**src/rtl/booth_div_seq.sv**
```systemverilog
// Sequential signed restoring divider, 2N/N -> 2N quotient, N remainder.
// Define BOOTH_DIV_SAT_EN to saturate the quotient on divide-by-zero/overflow.
module booth_div_seq #(
    parameter int N = 8
) (
    input  logic             clk,
    input  logic             rst_n,
    input  logic             start,
    input  logic [2*N-1:0]   dividend,
    input  logic [N-1:0]     divisor,
    output logic             busy,
    output logic             done,
    output logic [2*N-1:0]   quotient,
    output logic [N-1:0]     remainder,
    output logic             dbz,
    output logic             ovf
);

    localparam int W  = 2 * N;
    localparam int CW = $clog2(W);
    localparam logic [W-1:0]  QMAX = {1'b0, {(W-1){1'b1}}};
    localparam logic [W-1:0]  QMIN = {1'b1, {(W-1){1'b0}}};
    localparam logic [CW-1:0] LAST = CW'(W - 1);

    typedef enum logic [1:0] {IDLE, CALC, FIX, DONE} state_t;

    state_t        st;
    logic [CW-1:0] cnt;
    logic [W-1:0]  qr;
    logic [N:0]    rem;
    logic [N-1:0]  dmag;
    logic          sd;
    logic          sv;
    logic          zr;
    logic          of;

    logic [N+1:0]  sh;
    logic [N:0]    diff;
    logic          ge;

    // Dividend bits leave qr at the MSB while quotient bits enter at the LSB.
    assign sh   = {rem, qr[W-1]};
    assign diff = sh[N:0] - {1'b0, dmag};
    assign ge   = sh >= {2'b0, dmag};

    always_ff @(posedge clk or negedge rst_n) begin
        if (!rst_n) begin
            st        <= IDLE;
            cnt       <= '0;
            qr        <= '0;
            rem       <= '0;
            dmag      <= '0;
            sd        <= 1'b0;
            sv        <= 1'b0;
            zr        <= 1'b0;
            of        <= 1'b0;
            busy      <= 1'b0;
            done      <= 1'b0;
            quotient  <= '0;
            remainder <= '0;
            dbz       <= 1'b0;
            ovf       <= 1'b0;
        end else begin
            done <= 1'b0;
            unique case (st)
                IDLE: begin
                    if (start) begin
                        // W-bit unsigned magnitude is exact even for -2^(W-1).
                        qr   <= dividend[W-1] ? -dividend : dividend;
                        dmag <= divisor[N-1] ? -divisor : divisor;
                        sd   <= dividend[W-1];
                        sv   <= divisor[N-1];
                        zr   <= (divisor == '0);
                        of   <= (dividend == QMIN) && (divisor == '1);
                        rem  <= '0;
                        cnt  <= '0;
                        busy <= 1'b1;
                        st   <= CALC;
                    end
                end
                CALC: begin
                    qr  <= {qr[W-2:0], ge};
                    rem <= ge ? diff : sh[N:0];
                    cnt <= cnt + 1'b1;
                    if (cnt == LAST) st <= FIX;
                end
                FIX: begin
                    if (zr) begin
`ifdef BOOTH_DIV_SAT_EN
                        qr <= sd ? QMIN : QMAX;
`else
                        qr <= '0;
`endif
                        rem <= '0;
                    end else if (of) begin
`ifdef BOOTH_DIV_SAT_EN
                        qr <= QMAX;
`else
                        qr <= QMIN;
`endif
                        rem <= '0;
                    end else begin
                        qr  <= (sd ^ sv) ? -qr : qr;
                        rem <= {1'b0, sd ? -rem[N-1:0] : rem[N-1:0]};
                    end
                    st <= DONE;
                end
                DONE: begin
                    quotient  <= qr;
                    remainder <= rem[N-1:0];
                    dbz       <= zr;
                    ovf       <= of;
                    done      <= 1'b1;
                    busy      <= 1'b0;
                    st        <= IDLE;
                end
                default: st <= IDLE;
            endcase
        end
    end

endmodule

```
**config.mk**
```make
export PLATFORM = sky130hd
export DESIGN_NAME = booth_div_seq
export DESIGN_NICKNAME = d
export VERILOG_FILES = /design/src/rtl/booth_div_seq.sv
export SDC_FILE = /design/constraint.sdc
export NUM_CORES = 1
export LEC_CHECK = 0
export CAP_MARGIN = 5
export CELL_PAD_IN_SITES_DETAIL_PLACEMENT = 2
export CELL_PAD_IN_SITES_GLOBAL_PLACEMENT = 2
export CORE_UTILIZATION = 32
export DETAILED_ROUTE_END_ITERATION = 10
export GPL_TIMING_DRIVEN = 1
export PLACE_DENSITY = 0.78
export SLEW_MARGIN = 20
export SYNTH_ARGS = -nofsm -noshare
export SYNTH_HDL_FRONTEND = slang
export SYNTH_SLANG_ARGS = --single-unit
```
**constraint.sdc**
```tcl
create_clock -name clk -period 2.09 [get_ports clk]
set_input_delay 0.418 -clock clk [delete_from_list [all_inputs] [get_ports clk]]
set_output_delay 0.418 -clock clk [all_outputs]
set_load 0.01 [all_outputs]
```
==> run summary, run 1 <==
GRT
--------------------------------------------------------------------------------
First-pass GRT wire length                                              31960 um
GRT overflow                                                                   0
Largest net degree at the start of global routing                             72
All-Layer GR Usage                                                        0.2878
Via count of the first global-routing pass                                  5641
Number of antenna violations at the first check in global routing              0

WORST SETUP PATH
--------------------------------------------------------------------------------
Worst Setup Path Type                                               flop to flop
Buf/Inv on CP                                                                  3
Reg2reg start                                                            dmag[0]
List of cells traversed by the critical path                        ha_4 > inv_2 > fa_2 > nand3_4 > a2111oi_4 > nor4_2 > buf_4 > buf_6 > mux2i_2 > o22ai_1
Critical Path Max Stage Delay                                             450 ps
Cell family with most CP delay                                      compound AO/OA/AOI/OAI gates
Highest fanout seen on the critical path                                       6
Endpoint kind of the worst setup timing path                                flop
Slowest-stage cell, CP                                                   dfrtp_1
Arrival time reported for the critical path endpoint                     2490 ps
WP data required                                                         2360 ps
Critical Path Start Type                                                    flop
Crit path from                                                           dmag[0]

STA
--------------------------------------------------------------------------------
Highest clock frequency the design can meet                           0.4491 GHz
Final worst path period need                                             2227 ps
Clock skew                                                              15.58 ps
Worst slew margin                                                         0.5954
RSZ-0062 raised after global routing                                         yes
Fin worst setup slack                                                  -136.7 ps
Final count of pins violating max slew                                         0
Period utilisation layout                                                  1.065
Total count of hold-check failures in the final report                         0
Slew at the pin closest to its max-slew limit                           604.7 ps
Number of failing setup endpoints in the final timing report                  14
TNS Setup                                                               -1271 ps

LOGIC SYNTHESIS
--------------------------------------------------------------------------------
Net Count, Synth                                                             548
Post-synthesis mux area share                                            0.09362
Synthesized instance count                                                   502
Number of flops mapped to enable cells by yosys                                0
Register area share after synthesis                                       0.3809
Synthesized-area fraction occupied by and/or/nand/nor cells               0.1795
Fraction of synthesized cell area in xor and xnor cells                  0.04319
Synth unique cells                                                            71
Count of synthesis-stage warnings from yosys                                   0
Synthesized area                                                       4664 um^2
Synth Area in Compound Gates                                              0.2025
Number of synthesized register bits                                           71
Syn avg cell area                                                     9.292 um^2
Main combinational cell family by area after synthesis              compound AO/OA/AOI/OAI gates
Async set-or-reset flop fraction in the synthesized netlist                1.000
Ys flop type                                                             dfrtp_1
Adder and majority gate portion of the synthesized area                  0.05258

CLOCK TREE
--------------------------------------------------------------------------------
Cell chosen for the clock root                                         clkbuf_16
Clk sink count                                                                71
Clock Pin Slew Worst Setup and Hold Paths                                  60 ps
Clock latency reported for the late side of the worst-skew pair           370 ps
Max Buffers Root-to-Sink                                                       2
Clock H-tree levels                                                            3
TritonCTS clock tree                                                         yes
Num CTS Buffers                                                                9
CTS Hold Buffers Added                                                         0

CELLS AND AREA
--------------------------------------------------------------------------------
Synthesis-to-finish area growth                                           51.45%
Antenna cells                                                                  0
Layout cell share with drive strength beyond 1                            0.3454
Final nets                                                                   704

ROUTE
--------------------------------------------------------------------------------
Number of iterations in the first detailed-routing pass                        5
DR WL/cell                                                              27.79 um
Total length of routed wires                                            23430 um
Number of vias after detailed routing                                       5091
Iter 0 DRT Violations                                                        262
Detail-routed via count per cell                                           6.039
Remaining antenna violation count                                              0
# DRC                                                                          0

DIE
--------------------------------------------------------------------------------
Site Rows                                                                     43
Y dimension of the die                                                  122.7 um
Die X-Extent                                                            122.7 um
Effective utilization at floorplan                                        0.3322
Placeable Area                                                        14040 um^2
Top-level port count                                                          55
Area of the die                                                       15060 um^2

POWER
--------------------------------------------------------------------------------
Worst VDD drop                                                          633.5 uV
Total leakage power                                                     3.129 nW
Pwr Density                                                         1895 nW/um^2

JOB
--------------------------------------------------------------------------------
Number of maximum-capacitance violations                                       0

PLACED DESIGN
--------------------------------------------------------------------------------
Count of input and output buffers                                             54
RePlAce Congestion                                                        0.8784
Final HPWL from detailed placement                                      13720 um
Post-Place Setup Slack                                                 -515.4 ps

STATUS
--------------------------------------------------------------------------------
Run status                                                          finished with violations
Violations in the final reports                                     negative setup slack

MIN PATH
--------------------------------------------------------------------------------
Class of the most critical hold timing path                         input pin to asynchronous set/reset pin

==> placed cells by master (no fill, tap or decap), types with 5 or more instances in the layout <==
cell type        netlist  final
nor2_1                25     23
dfrtp_1               71     71
nand2b_1               7      6
nor4_1                 8      7
ha_1                  18     10
o21ai_1               12     11
nand3_1               12      8
ha_4                   0      5
xor2_1                12     12
nand4_1                7      7
buf_4                  0    107
clkdlybuf4s50_1        0     47
a21oi_1               23     20
nor3_1                13      9
clkbuf_16              0     11
mux2_2                28     28
xnor2_1               11     11
inv_1                 29     25
nand2_1               43     42
nor2b_1                5      5
mux2i_1               11      7
a31oi_1                6      6
nand3b_1               6      6
o21ai_0               29     28
buf_6                  1      6
==> state kept, by name, summed over array words and instances (netlist names) <==
register and count:
dmag 8, sv 1, cnt 4, quotient 16, st 2, rem 9, of 1, done 1
dbz 1, ovf 1, sd 1, zr 1, qr 16, remainder 8, busy 1
==> power breakdown <==
group | switching (mW) | total (mW) | internal, mW
combinational | 5.01 | 9.14 | 4.13
sequential | 0.532 | 2.47 | 1.94
clock | 0.668 | 1.78 | 1.11
total | 6.21 | 13.4 | 7.18
==> timing repair <==
item / CTS / global route
setup buffers: 4 / 10
endpoints found under the setup margin: 24 / 23
pin swaps: 17 / 17
cloned: 0 / 2
gates resized for setup: 34 / 56
==> layer usage <==
layer | GRT usage | wire [um]
met1 | 0.3248 | 9252
met3 | 0.05158 | 1139
met5 | 0 | 0
met2 | 0.5081 | 11930
met4 | 0.1631 | 1107
==> through the flow <==
step	hold slack (ps)	area (um^2)	util	power, mW	instances
finish	66.85	7064	0.5031	13.39	843
global route	102.8	7064	0.5031	13.99	843
CTS	114.4	6704	0.4774	11.74	833
detailed placement	477.0	6185	0.4404	9.468	813
global placement	464.0	6185	0.4404	8.927	813
floorplan	122.4	4690	-	6.055	502
==> final timing paths <==
check                          endpoint  slack [ps]  cells past startpoint
setup / recovery                 rem[4]        -140                     10
hold / removal              quotient[5]          70                      2
setup reg to reg                 rem[4]        -140                     10
hold reg to reg                 dmag[5]         500                      2
max in group asynchronous  quotient[13]        1650                      2
min in group clk                dmag[5]         500                      2
==> cell type report <==
type	count	area (um^2)
sequential	71	1777
multi-input combinational	374	3078
clock inverter	5	80.08
clock buffer	11	252.7
fill	1429	6978
tap	180	225.2
timing repair buffer	173	1543
inverter	29	108.9
==> logic make-up after synthesis <==
| family | after synthesis |
|---|---|
| simple gates | 157 |
| compound gates | 135 |
| flops | 71 |
| buf+inv | 57 |
| mux | 40 |
| xor+xnor | 23 |
| fa+ha+maj | 19 |
==> cell usage after synthesis, drive strengths merged (5+ instances only) <==
master  count  area share
nor3       13       0.014
mux2       29       0.070
o31ai       6      0.0097
nor4        9       0.013
or3         7      0.0094
o22ai       5      0.0067
xor2       12       0.023
nand4       7      0.0094
nor2       25       0.020
nor2b       5      0.0067
o21ai      41       0.044
nand3      12       0.013
o41ai       5       0.017
xnor2      11       0.021
a31oi       6      0.0080
o311ai      5      0.0094
clkbuf     24       0.019
ha         18       0.048
dfrtp      71        0.38
nand2      43       0.035
nand3b      6      0.0097
nand2b      7      0.0094
a21oi      23       0.025
mux2i      11       0.024
inv        29       0.023
(Power assumes the default switching activity.)
==> run 2: changes to the inputs <==
TNS_END_PERCENT = 20   (was default)
==> run 2 against run 1 <==
The flow still finishes with violations (negative setup slack). Wire length increased by 0.25%. Die area unchanged. Sequential share of layout area increased by 0.75 points. Largest cell class unchanged.
==> run summary, run 2 (synthesis gave the netlist of run 1 again) <==
WORST SETUP PATH
--------------------------------------------------------------------------------
Highest fanout seen on the critical path                                       5   was 6
Register-to-register setup slack                                         -230 ps   was -140 ps
Arrival time reported for the critical path endpoint                     2530 ps   was 2490 ps
Endpoint kind of the worst setup timing path                                flop   unchanged
Worst Setup Path Type                                               flop to flop   unchanged
Worst Reg-to-Reg Cells                                                         7   was 10
Critical Path Start Type                                                    flop   unchanged
Reg2reg start                                                             rem[1]   was dmag[0]
RR Endpoint                                                               rem[7]   was rem[4]
WP data required                                                         2300 ps   was 2360 ps

CELLS AND AREA
--------------------------------------------------------------------------------
Final nets                                                                   693   was 704
Post-route cell area                                                   6859 um^2   was 7064 um^2
Synthesis-to-finish area growth                                           47.05%   was 51.45%
Largest registers                                                   qr: 16 flops, quotient: 16 flops, rem: 9 flops   unchanged
Layout cell share with drive strength beyond 1                            0.3267   was 0.3454
Highest-count cells in the layout ignoring fill and taps            99 x buf_4, 71 x dfrtp_1, 48 x clkdlybuf4s50_1   was 107 x buf_4, 71 x dfrtp_1, 47 x clkdlybuf4s50_1
Final design utilization                                                  0.4885   was 0.5031
Most common cell after layout, fill and taps aside                         buf_4   unchanged
Antenna cells                                                                  0   unchanged

GRT
--------------------------------------------------------------------------------
Number of antenna violations at the first check in global routing              0   unchanged
Largest net degree at the start of global routing                             72   unchanged
First-pass GRT wire length                                              32710 um   was 31960 um
Via count of the first global-routing pass                                  5532   was 5641
GRT overflow                                                                   0   unchanged
All-Layer GR Usage                                                        0.2931   was 0.2878

STA
--------------------------------------------------------------------------------
Total count of hold-check failures in the final report                         0   unchanged
Worst slew margin                                                         0.5768   was 0.5954
TNS Setup                                                               -2386 ps   was -1271 ps
RSZ-0062 raised after global routing                                         yes   unchanged
Fin worst setup slack                                                  -230.3 ps   was -136.7 ps
Highest clock frequency the design can meet                           0.4310 GHz   was 0.4491 GHz
Period utilisation layout                                                  1.110   was 1.065
Final count of pins violating max slew                                         0   unchanged
Clock skew                                                              12.11 ps   was 15.58 ps
Final worst path period need                                             2320 ps   was 2227 ps
Number of failing setup endpoints in the final timing report                  19   was 14
Slew at the pin closest to its max-slew limit                           632.5 ps   was 604.7 ps

PLACED DESIGN
--------------------------------------------------------------------------------
Placed Area                                                            6150 um^2   was 6185 um^2
Final HPWL from detailed placement                                      13310 um   was 13720 um
RePlAce Congestion                                                        0.8463   was 0.8784
Post-Place Setup Slack                                                 -590.1 ps   was -515.4 ps
Count of input and output buffers                                             54   unchanged

ROUTE
--------------------------------------------------------------------------------
# DRC                                                                          0   unchanged
Iter 0 DRT Violations                                                        322   was 262
DR WL/cell                                                              28.23 um   was 27.79 um
Number of vias after detailed routing                                       5081   was 5091
Total length of routed wires                                            23490 um   was 23430 um
Detail-routed via count per cell                                           6.107   was 6.039
Remaining antenna violation count                                              0   unchanged
Number of iterations in the first detailed-routing pass                        6   was 5

DIE
--------------------------------------------------------------------------------
Die X-Extent                                                            122.7 um   unchanged
Placeable Area                                                        14040 um^2   unchanged
Y dimension of the die                                                  122.7 um   unchanged
Effective utilization at floorplan                                        0.3322   unchanged
Area of the die                                                       15060 um^2   unchanged
Site Rows                                                                     43   unchanged
Top-level port count                                                          55   unchanged

STATUS
--------------------------------------------------------------------------------
Run status                                                          finished with violations   unchanged
Violations in the final reports                                     negative setup slack   unchanged

POWER
--------------------------------------------------------------------------------
Total leakage power                                                     3.025 nW   was 3.129 nW
Pwr Density                                                         1885 nW/um^2   was 1895 nW/um^2
Worst VDD drop                                                          764.0 uV   was 633.5 uV
Total power consumption of the routed design                            12.93 mW   was 13.39 mW

CLOCK TREE
--------------------------------------------------------------------------------
Clock Pin Slew Worst Setup and Hold Paths                                  60 ps   about the same
Num CTS Buffers                                                                9   unchanged
Clock latency reported for the late side of the worst-skew pair           350 ps   was 370 ps
Clk sink count                                                                71   unchanged
Clock H-tree levels                                                            3   unchanged
Max Buffers Root-to-Sink                                                       2   unchanged
Cell chosen for the clock root                                         clkbuf_16   unchanged
TritonCTS clock tree                                                         yes   unchanged

MIN PATH
--------------------------------------------------------------------------------
Class of the most critical hold timing path                         input pin to asynchronous set/reset pin   unchanged

JOB
--------------------------------------------------------------------------------
Number of maximum-capacitance violations                                       0   unchanged

[run 2: changes by cell type in the layout (fill, tap and decap cells not counted), sizes merged]
cell           change
clkdlybuf4s50      +1
dlymetal6s2s       -1
clkbuf             +1
clkdlybuf4s15      -2
clkinv             -1
bufinv             -1
clkinvlp           -1
buf                -9
dlygate4sd2        +2
[run 2: worst max-delay path by stage]
stage	start	endpoint	slack, ps
2_1_floorplan	qr[15]	rem[4]	-60
3_3_place_gp	dividend[2]	qr[12]	-410
3_5_place_dp	dividend[2]	qr[14]	-590
4_1_cts	qr[15]	rem[2]	-110
5_1_grt	dmag[2]	rem[7]	-250
6_report	rem[1]	rem[7]	-230
[run 2: cell type report]
cell class	count	area, um^2
fillers	1433	7183
clock buffers	14	274.0
clock inverters	2	37.54
flip-flops and latches	71	1777
well taps	180	225.2
repair buffers	162	1420
inverters	29	108.9
multi-input cells	374	3017
[run 2: what timing repair did]
item | in CTS | in global routing
hold buffers | 0 | 0
hold endpoints to repair | 0 | 0
pin swaps | 13 | 8
endpoints found under the setup margin | 22 | 23
gates resized for setup | 40 | 36
setup buffers | 3 | 3
[run 2: report_power, final]
part	switching [mW]	leakage [nW]	internal, mW
registers	0.533	0.915	1.94
logic	4.98	1.96	3.78
clock network	0.672	0.149	1.03
[run 2: through the flow]
step / std cells / hold slack (ps)
after global routing: 832 / 126.1
final: 832 / 92.60
after global placement: 810 / 463.9
after CTS: 829 / 119.1
after detailed placement: 810 / 477.9
after floorplan: 502 / 122.4
[run 2: per-layer routing]
layer	wire (um)	share of wire	vias up	global-route usage
li1	-	-	2149	-
met1	9794	0.42	2656	0.3463
met2	11640	0.50	206	0.5042
met3	1135	0.048	70	0.05158
met4	916	0.039	0	0.1563
met5	0	0	-	0
[run 2: critical path, cell delays in order, from the launching register on]
cell,delay [ps]
dfrtp_1,430
ha_1,480
nand3b_1,200
a21oi_1,240
mux2i_1,140
a2111oi_2,370
buf_4,210
o311ai_4,120
